`config.mk`:
```
export PLATFORM = sky130hd
export DESIGN_NAME = boid_frame_writer
export DESIGN_NICKNAME = d
export VERILOG_FILES = /design/src/rtl/boid_pkg.sv /design/src/rtl/boid_sprite_walker.sv /design/src/rtl/boid_frame_writer.sv
export SDC_FILE = /design/constraint.sdc
export NUM_CORES = 2
export LEC_CHECK = 0
export ABC_AREA = 1
export BUFFER_PORTS_ARGS = -buffer_cell sky130_fd_sc_hd__buf_2
export CORE_MARGIN = 2
export CORE_UTILIZATION = 45
export DETAILED_ROUTE_END_ITERATION = 12
export HOLD_SLACK_MARGIN = 0.05
export SYNTH_ARGS = -nofsm -noshare
export SYNTH_HDL_FRONTEND = slang
export SYNTH_HIERARCHICAL = 1
export SYNTH_SLANG_ARGS = --single-unit
```
`constraint.sdc`:
```
create_clock -name clock -period 7.3 [get_ports clock]
set_clock_uncertainty 0.15 [all_clocks]
set_input_delay 0.365 -clock clock [delete_from_list [all_inputs] [get_ports clock]]
set_output_delay 0.365 -clock clock [all_outputs]
set_load 0.02 [all_outputs]
```
`src/rtl/boid_pkg.sv`:
```
// Shared constants, FSM encoding and helpers for the boid frame writer.
package boid_pkg;

   localparam int VIDEO_WIDTH         = 640;
   localparam int VIDEO_HEIGHT        = 480;
   localparam int PIXEL_COUNT         = VIDEO_WIDTH * VIDEO_HEIGHT;
   localparam int PIXEL_ADDRESS_WIDTH = $clog2(PIXEL_COUNT) + 1;
   localparam int MAX_BOIDS           = 32;
   localparam int BITS_FOR_BOIDS      = $clog2(MAX_BOIDS);

   typedef enum logic [1:0] {
      ST_IDLE  = 2'd0,
      ST_ERASE = 2'd1,
      ST_DRAW  = 2'd2,
      ST_DONE  = 2'd3
   } state_t;

   // Largest sprite offset that still lands on screen for an in-bounds anchor.
   function automatic logic [1:0] edge_limit(input int pos, input int size, input int sprite);
      int room;
      room = size - 1 - pos;
      if (room < 0) room = 0;
      if (room > sprite - 1) room = sprite - 1;
      return 2'(room);
   endfunction

endpackage

```
`src/rtl/boid_sprite_walker.sv`:
```
// Raster scan over one SPRITE x SPRITE square: produces the pixel address,
// a clip flag from per-axis offset limits, and first/last markers.
module boid_sprite_walker #(
   parameter int SPRITE      = 2,
   parameter int VIDEO_WIDTH = 640,
   parameter int AW          = 20
) (
   input  logic          clock,
   input  logic          resetn,
   input  logic          run_i,
   input  logic [AW-1:0] base_i,
   input  logic [1:0]    xlim_i,
   input  logic [1:0]    ylim_i,
   output logic          first_o,
   output logic          last_o,
   output logic          clip_o,
   output logic [AW-1:0] addr_o
);

   localparam logic [1:0] S_MAX = 2'(SPRITE - 1);

   logic [1:0] dx_q, dx_d;
   logic [1:0] dy_q, dy_d;

   // Advance dx fastest, wrapping into dy; park at origin when idle.
   always_comb begin
      dx_d = dx_q;
      dy_d = dy_q;
      if (!run_i) begin
         dx_d = '0;
         dy_d = '0;
      end else if (dx_q == S_MAX) begin
         dx_d = '0;
         dy_d = (dy_q == S_MAX) ? 2'd0 : dy_q + 2'd1;
      end else begin
         dx_d = dx_q + 2'd1;
      end
   end

   // Scan position registers.
   always_ff @(posedge clock or negedge resetn) begin
      if (!resetn) begin
         dx_q <= '0;
         dy_q <= '0;
      end else begin
         dx_q <= dx_d;
         dy_q <= dy_d;
      end
   end

   // Per-pixel flags and address.
   always_comb begin
      first_o = (dx_q == 2'd0) && (dy_q == 2'd0);
      last_o  = (dx_q == S_MAX) && (dy_q == S_MAX);
      clip_o  = (dx_q > xlim_i) || (dy_q > ylim_i);
      addr_o  = base_i + AW'(int'(dx_q) + VIDEO_WIDTH * int'(dy_q));
   end

endmodule

```
`src/rtl/boid_frame_writer.sv`:
```
// Erases last frame's boid sprites, then draws the current ones into display RAM.
// Optional macro BOID_COLOR_EN: pix_data becomes COLOR_W wide with per-boid colour.
//
// state    | meaning
// IDLE     | waiting for frame_end
// ERASE    | walk every table slot, zero sprites that were drawn last frame
// DRAW     | read boids 0..count-1, draw sprites, record anchors
// DONE     | single cycle, frame_done high
module boid_frame_writer #(
   parameter int MAX_BOIDS    = boid_pkg::MAX_BOIDS,
   parameter int VIDEO_WIDTH  = boid_pkg::VIDEO_WIDTH,
   parameter int VIDEO_HEIGHT = boid_pkg::VIDEO_HEIGHT,
   parameter int SPRITE       = 2,
   parameter int COLOR_W      = 4
) (
   input  logic                                     clock,
   input  logic                                     resetn,
   input  logic                                     frame_end,
   input  logic [$clog2(MAX_BOIDS):0]               num_boids,
   output logic [$clog2(MAX_BOIDS)-1:0]             boid_sel,
   input  logic [9:0]                               boid_x,
   input  logic [8:0]                               boid_y,
   output logic                                     pix_we,
   output logic [$clog2(VIDEO_WIDTH*VIDEO_HEIGHT):0] pix_addr,
`ifdef BOID_COLOR_EN
   output logic [COLOR_W-1:0]                       pix_data,
`else
   output logic                                     pix_data,
`endif
   output logic                                     busy,
   output logic                                     frame_done,
   output logic                                     overrun
);

   import boid_pkg::*;

   localparam int BB = $clog2(MAX_BOIDS);
   localparam int CW = BB + 1;
   localparam int AW = $clog2(VIDEO_WIDTH * VIDEO_HEIGHT) + 1;

   state_t         state_q, state_d;
   logic [BB-1:0]  idx_q, idx_d;
   logic [CW-1:0]  cnt_q, cnt_d;
   logic           overrun_q;

   logic           tbl_vld_q  [MAX_BOIDS];
   logic [AW-1:0]  tbl_addr_q [MAX_BOIDS];
   logic [1:0]     tbl_xl_q   [MAX_BOIDS];
   logic [1:0]     tbl_yl_q   [MAX_BOIDS];

   logic           anc_ok_q;
   logic [AW-1:0]  anc_addr_q;
   logic [1:0]     anc_xl_q, anc_yl_q;

   logic           live_ok;
   logic [AW-1:0]  live_addr;
   logic [1:0]     live_xl, live_yl;

   logic           w_run, w_first, w_last, w_clip, src_ok;
   logic [AW-1:0]  w_base, w_addr;
   logic [1:0]     w_xl, w_yl;

   // Anchor of the boid currently on boid_sel; address kept at full width.
   always_comb begin
      live_ok   = (int'(boid_x) < VIDEO_WIDTH) && (int'(boid_y) < VIDEO_HEIGHT);
      live_addr = AW'(int'(boid_x) + VIDEO_WIDTH * int'(boid_y));
      live_xl   = edge_limit(int'(boid_x), VIDEO_WIDTH, SPRITE);
      live_yl   = edge_limit(int'(boid_y), VIDEO_HEIGHT, SPRITE);
   end

   // Walker source: table entry in ERASE, live anchor on a boid's first DRAW cycle, latched after.
   always_comb begin
      w_run  = (state_q == ST_ERASE) || (state_q == ST_DRAW);
      w_base = anc_addr_q;
      w_xl   = anc_xl_q;
      w_yl   = anc_yl_q;
      src_ok = anc_ok_q;
      if (state_q == ST_ERASE) begin
         w_base = tbl_addr_q[idx_q];
         w_xl   = tbl_xl_q[idx_q];
         w_yl   = tbl_yl_q[idx_q];
         src_ok = tbl_vld_q[idx_q];
      end else if (w_first) begin
         w_base = live_addr;
         w_xl   = live_xl;
         w_yl   = live_yl;
         src_ok = live_ok;
      end
   end

   boid_sprite_walker #(
      .SPRITE      (SPRITE),
      .VIDEO_WIDTH (VIDEO_WIDTH),
      .AW          (AW)
   ) u_walker (
      .clock   (clock),
      .resetn  (resetn),
      .run_i   (w_run),
      .base_i  (w_base),
      .xlim_i  (w_xl),
      .ylim_i  (w_yl),
      .first_o (w_first),
      .last_o  (w_last),
      .clip_o  (w_clip),
      .addr_o  (w_addr)
   );

   // Next state, slot index and latched boid count.
   always_comb begin
      state_d = state_q;
      idx_d   = idx_q;
      cnt_d   = cnt_q;
      case (state_q)
         ST_IDLE: begin
            if (frame_end) begin
               state_d = ST_ERASE;
               idx_d   = '0;
               cnt_d   = (num_boids > CW'(MAX_BOIDS)) ? CW'(MAX_BOIDS) : num_boids;
            end
         end
         ST_ERASE: begin
            if (w_last) begin
               if (idx_q == BB'(MAX_BOIDS - 1)) begin
                  idx_d   = '0;
                  state_d = (cnt_q == '0) ? ST_DONE : ST_DRAW;
               end else begin
                  idx_d = idx_q + BB'(1);
               end
            end
         end
         ST_DRAW: begin
            if (w_last) begin
               if (CW'(idx_q) + CW'(1) == cnt_q) begin
                  idx_d   = '0;
                  state_d = ST_DONE;
               end else begin
                  idx_d = idx_q + BB'(1);
               end
            end
         end
         default: state_d = ST_IDLE;
      endcase
   end

   // FSM and control registers.
   always_ff @(posedge clock or negedge resetn) begin
      if (!resetn) begin
         state_q   <= ST_IDLE;
         idx_q     <= '0;
         cnt_q     <= '0;
         overrun_q <= 1'b0;
      end else begin
         state_q   <= state_d;
         idx_q     <= idx_d;
         cnt_q     <= cnt_d;
         overrun_q <= frame_end && (state_q != ST_IDLE);
      end
   end

   // Anchor table: a slot is invalidated once erased and rewritten only if drawn,
   // so slots beyond the new count stay invalid and are erased exactly once.
   always_ff @(posedge clock or negedge resetn) begin
      if (!resetn) begin
         for (int i = 0; i < MAX_BOIDS; i++) begin
            tbl_vld_q[i]  <= 1'b0;
            tbl_addr_q[i] <= '0;
            tbl_xl_q[i]   <= '0;
            tbl_yl_q[i]   <= '0;
         end
         anc_ok_q   <= 1'b0;
         anc_addr_q <= '0;
         anc_xl_q   <= '0;
         anc_yl_q   <= '0;
      end else begin
         if (state_q == ST_ERASE && w_last) begin
            tbl_vld_q[idx_q] <= 1'b0;
         end
         if (state_q == ST_DRAW && w_first) begin
            tbl_vld_q[idx_q]  <= live_ok;
            tbl_addr_q[idx_q] <= live_addr;
            tbl_xl_q[idx_q]   <= live_xl;
            tbl_yl_q[idx_q]   <= live_yl;
            anc_ok_q          <= live_ok;
            anc_addr_q        <= live_addr;
            anc_xl_q          <= live_xl;
            anc_yl_q          <= live_yl;
         end
      end
   end

   // Output decode; everything is quiet outside ERASE/DRAW.
   always_comb begin
      busy       = (state_q != ST_IDLE);
      frame_done = (state_q == ST_DONE);
      overrun    = overrun_q;
      boid_sel   = idx_q;
      pix_we     = w_run && src_ok && !w_clip;
      pix_addr   = w_run ? w_addr : '0;
      pix_data   = '0;
      if (state_q == ST_DRAW) begin
`ifdef BOID_COLOR_EN
         pix_data = COLOR_W'((int'(idx_q) % ((1 << COLOR_W) - 1)) + 1);
`else
         pix_data = 1'b1;
`endif
      end
   end

endmodule

```
=== Word-level counts from Yosys, hierarchy flattened ===
Index checks and enable logic that the tools add are counted.

* Equality and inequality tests: 13
* Magnitude comparators: 11
* Add/subtract/negate cells: 9
* Bitwise operators: 3
* Reduce and logical (&&, ||, !) cells: 21
* $mul: 2
* Muxes and demuxes: 57

{| class="wikitable"
|+ Operators with widths
! cell !! number
|-
| $bwmux 640 || 1
|-
| $bwmux 64 || 2
|-
| $mux 32 || 4
|-
| $mux 20 || 6
|-
| $bmux 20 s5 || 1
|-
| $demux 20 s5 || 1
|-
| $gt 32x2->1 const B || 2
|-
| $mux 2 || 21
|-
| $and 32x32->32 || 1
|-
| $bwmux 32 || 1
|-
| $not 32->32 || 1
|-
| $mux 5 || 5
|-
| $add 10x19->20 || 1
|-
| $add 20x20->20 || 1
|-
| $add 3x20->20 || 1
|-
| $bmux 2 s5 || 2
|-
| $pmux 5 s3 || 1
|-
| $mul 3x9->12 const A || 1
|-
| $lt 11x1->1 const B || 1
|-
| $sub 10x10->11 const A || 1
|-
| $demux 2 s5 || 1
|-
| $lt 10x1->1 const B || 1
|-
| $lt 10x10->1 const B || 1
|-
| $ne 2x2->1 const B || 5
|-
| other kinds (31) || 53
|}

* Output and inout bits: 30
* Flip-flop bits (word level): 843

=== Logic depth before layout (Yosys ltp) ===
* Word-level depth: 11
* Mapped depth: 25
* Mapped depth without buffers: 24

=== By module ===
Netlist, hierarchy kept.

{| class="wikitable"
|+ By module, submodules not included
! module !! seq. area each (µm²) !! area each (µm²) !! times used !! cells an instance
|-
| boid_frame_writer || 20,995.1 || 39,972.1 || 1 || 5,053
|-
| boid_sprite_walker || 100.1 || 1,032.2 || 1 || 185
|}

=== Worst setup path after synthesis ===
Ideal clock, no wire load.

* Path kind: input -> output
* Start point: input port boid_y[1]
* End point: output port pix_addr[19]
* Path slack: 3.624 ns
* Data arrival time: 3.161 ns
* Stages: 20
* Cell sequence: ha_1 -> ha_1 -> fa_1 -> xnor2_1 -> nor2_1 -> inv_1 -> nand2_1 -> nand2_1 -> o21ai_0 -> o21ai_0 -> nand2_2 -> nor2_2 -> inv_2 -> nor2_4 -> nand3_1 -> nand2_1 -> nand2_1 -> nand2_1 -> nand2_1 -> inv_1

* Word-level cells in the longest chain between the ends: 6

{| class="wikitable"
|+ RTL lines
! what !! line !! text
|-
| start, declared || boid_frame_writer.sv:22 || <nowiki>input logic [8:0] boid_y,</nowiki>
|-
| $mul 3x9->12 || boid_frame_writer.sv:66 || <nowiki>live_addr = AW'(int'(boid_x) + VIDEO_WIDTH * int'(boid_y));</nowiki>
|-
| $add 10x19->20 || boid_frame_writer.sv:66 ||
|-
| $mux 20 || boid_frame_writer.sv:83 || <nowiki>end else if (w_first) begin</nowiki>
|-
| $mux 20 || boid_frame_writer.sv:78 || <nowiki>if (state_q == ST_ERASE) begin</nowiki>
|-
| named net w_base[12] || boid_frame_writer.sv:60 || <nowiki>logic [AW-1:0] w_base, w_addr;</nowiki>
|-
| $add 20x20->20 || boid_sprite_walker.sv:56 || <nowiki>addr_o = base_i + AW'(int'(dx_q) + VIDEO_WIDTH * int'(dy_q));</nowiki>
|-
| named net w_addr[19] || boid_frame_writer.sv:60 ||
|-
| $mux 20 || boid_frame_writer.sv:198 || <nowiki>pix_addr = w_run ? w_addr : '0;</nowiki>
|-
| end, declared || boid_frame_writer.sv:24 || <nowiki>output logic [$clog2(VIDEO_WIDTH*VIDEO_HEIGHT):0] pix_addr,</nowiki>
|}

The timed path passes the listed nets, and every way through them passes these cells.

=== Worst setup path in the final report ===
* Start point: register idx_q[0] (netlist: boid_sel[0])
* End point: output port pix_addr[12]

* Word-level cells in the longest chain between the ends: 7

{| class="wikitable"
|+ RTL lines
! what !! line !! text
|-
| start, declared || boid_frame_writer.sv:42 || <nowiki>logic [BB-1:0] idx_q, idx_d;</nowiki>
|-
| start signal, assigned || boid_frame_writer.sv:154 || <nowiki>idx_q <= idx_d;</nowiki>
|-
| $not 5->6 (implied by the code) || boid_frame_writer.sv:79 || <nowiki>w_base = tbl_addr_q[idx_q];</nowiki>
|-
| $bmux 20 s5 || boid_frame_writer.sv:79 ||
|-
| $mux 20 (implied by the code) (2 in a row) || boid_frame_writer.sv:79 ||
|-
| $mux 20 || boid_frame_writer.sv:78 ||
|-
| named net w_base[0] || boid_frame_writer.sv:60 ||
|-
| $add 20x20->20 || boid_sprite_walker.sv:56 ||
|-
| named net w_addr[12] || boid_frame_writer.sv:60 ||
|-
| $mux 20 || boid_frame_writer.sv:198 ||
|}

The timed path passes the listed nets, and every way through them passes these cells. The select of a mux whose other input is x is not followed.

==> results.tsv <==
metric	value	unit
status	completed	
cts.repair.resized	0	
drive_above_1_share	0.0750	
nets	5166	
wirelength	133000	um
synth_flop_cell	dfrtp_1	
rsz0062_at_grt	no	
cp-start-kind	register	
syn-mean-instance-area	7.83	sq um
synth-seq-cells	843	
maxCapViolations	0	
drv_slew	0	
layout_commonest_cell	nand2_1	
power	14.2	mW
ys_seq_area_frac	0.514	
clk_latency	0.67	ns
grt_pass1_vias	33500	
core_area	90100	sq um
peakVddDrop	186	uV
grt_antenna_before_repair	1	
synth_edf_count	0	
synth_largest_area_cell	dfrtp_1	
crit_start	boid_sel[0]	
ios	58	
htreeDepth	3	
leakage	21.6	nW
syn_to_final_growth	9.43	%
syn_nets	5309	
hold_violations	0	
cts.clk_slew.worst_paths	0.07	ns
yosys_warnings	6	
critPathRequiredTime	6.78	ns
dieArea	93600	sq um
final.setup.worst_slack	1.52	ns
synth_compound_area_frac	0.170	
synth_top_family_by_area	simple AND/OR/NAND/NOR gates	
die-height	306	um
cts_tree	done	
hold_path.class	input port to asynchronous set/reset pin	
ys_types	42	
final_cell_mix	1496 x nand2_1, 915 x o21ai_0, 841 x dfrtp_1, 531 x nor2_1, 326 x inv_1	
ys_async_sr_fraction	1.00	
pre_cts_ws	2.30	ns
gp_congestion	0.871	
synth-simple-area-share	0.220	
tightest_slew	1.31	ns
reg2regPathDepth	8	
clock_sinks	843	
hpwl	77500	um
vias	34900	
power_density	317	nW/um^2
fmax	173	MHz
drtPass1Iterations	6	
grt_first_pass_wirelength	206000	um
postCtsSetupBuffers	0	
synth_area	41000	sq um
post-route-util	0.498	
die_w	306	um
synthXorXnorAreaFrac	0.00406	
num_rows	110	
drt_iter0_markers	3988	
cts_max_path_buffers	3	
crit_path_max_fanout	139	
initial_core_util	0.455	
vias_per_cell	5.50	
netlist_instances	5238	
cp.arrival	5.27	ns
finalCritPeriodShare	0.792	
synth-adder-area-share	0.0137	
r2r_start	boid_sel[0]	
drc	0	
grt_util_all_layers	0.285	
synth.area.top_cells	dfrtp_1 51%, nand2_1 14%, o21ai_0 11%	
maxSlewHeadroom	0.126	
synth_mux_area_frac	0	
critical_path_class	register to primary output	
grt_max_degree	185	
wl_per_cell	21.0	um
synth_top_area_frac	0.514	
port_buffers	57	
numCtsBuffers	89	
tns	0	ns
ant_nets	0	
setup_violations	0	
cts_root_buffer	clkbuf_16	
crit_path_end_kind	primary output	
gr-total-overflow	0	
period_minus_slack	5.78	ns
Yosys cell counts, types with 22 or more instances:
cell,count
nand2_1,1498
o21ai_0,915
dfrtp_1,843
nor2_1,531
inv_1,327
o21ai_1,195
clkbuf_1,160
buf_2,154
a21oi_1,141
nand3_1,117
o22ai_1,71
inv_2,50
ha_1,40
nor2_4,28
buf_6,23
buf_1,22
state kept, by name, summed over array words and instances (netlist names):
register,flops
tbl_yl_q,64
anc_addr_q,20
tbl_xl_q,64
anc_ok_q,1
cnt_q,6
tbl_vld_q,32
anc_xl_q,2
anc_yl_q,2
overrun,1
tbl_addr_q,640
state_q,2
boid_sel,5
u_walker/dy_q,2
u_walker/dx_q,2
logic make-up after synthesis:
group,Yosys count
simple gates,2234
compound gates,1352
flops,843
buf+inv,747
fa+ha+maj,43
xor+xnor,19
worst max-delay path: stages, from the launching register on:
cell	delay, ns
dfrtp_4	0.72
inv_8	0.71
buf_4	0.41
o21ai_0	0.12
o22ai_1	0.19
nand2_1	0.07
nand2_1	0.09
nor2_1	0.04
nand2_1	0.06
nand2_1	0.05
nand2_1	0.29
ha_1	0.24
inv_1	0.09
fa_1	0.47
nor2_2	0.20
nand2_1	0.11
nand2_2	0.10
nand3_1	0.10
nand2_1	0.07
nand2_1	0.05
nand2_1	0.05
nand2_1	0.04
inv_1	0.07
buf_2	0.16
final cells by class:
class | instances | area [sq um]
diodes | 1 | 2.50
fillers | 8868 | 45300
clock buffers | 142 | 2760
repair buffers | 134 | 1050
clock inverters | 16 | 315
flip-flops and latches | 843 | 21100
well taps | 1176 | 1470
multi-input cells | 3648 | 16700
inverters | 379 | 1440
final timing paths:
path | to | slack [ns]
setup / recovery | pix_addr[12] | 1.52
hold / removal | tbl_addr_q[603] | 0.23
setup reg to reg | tbl_addr_q[587] | 3.17
hold reg to reg | tbl_addr_q[179] | 0.31
max in group asynchronous | tbl_addr_q[32] | 5.06
min in group clock | tbl_addr_q[179] | 0.31
metrics by stage:
step	instance area, sq um	hold WS [ns]	cells
6_report	44900	0.231	6339
5_1_grt	44900	0.316	6338
4_1_cts	44900	0.254	6338
3_5_place_dp	41600	0.298	6159
3_3_place_gp	41600	0.294	6159
2_1_floorplan	41000	-0.0806	5238
where the power goes:
| group | internal, mW | total, mW | switching, mW |
|---|---|---|---|
| registers | 4.99 | 5.20 | 0.205 |
| logic | 1.11 | 4.20 | 3.10 |
| clock network | 2.90 | 4.83 | 1.94 |
| total | 8.99 | 14.2 | 5.24 |
timing repair:
item                                    4_1_cts  5_1_grt
endpoints found under the setup margin        0        0
hold buffers                                 21        0
hold endpoints to repair                    163        0
layer usage:
metal / vias to the layer above / track usage / wire [um]
met3: 214 / 0.0401 / 8890
met1: 17000 / 0.405 / 59600
li1: 16500 / - / -
met4: 0 / 0.0976 / 4570
met5: - / 0 / 0
met2: 1152 / 0.450 / 60000
(Power assumes the default switching activity.)
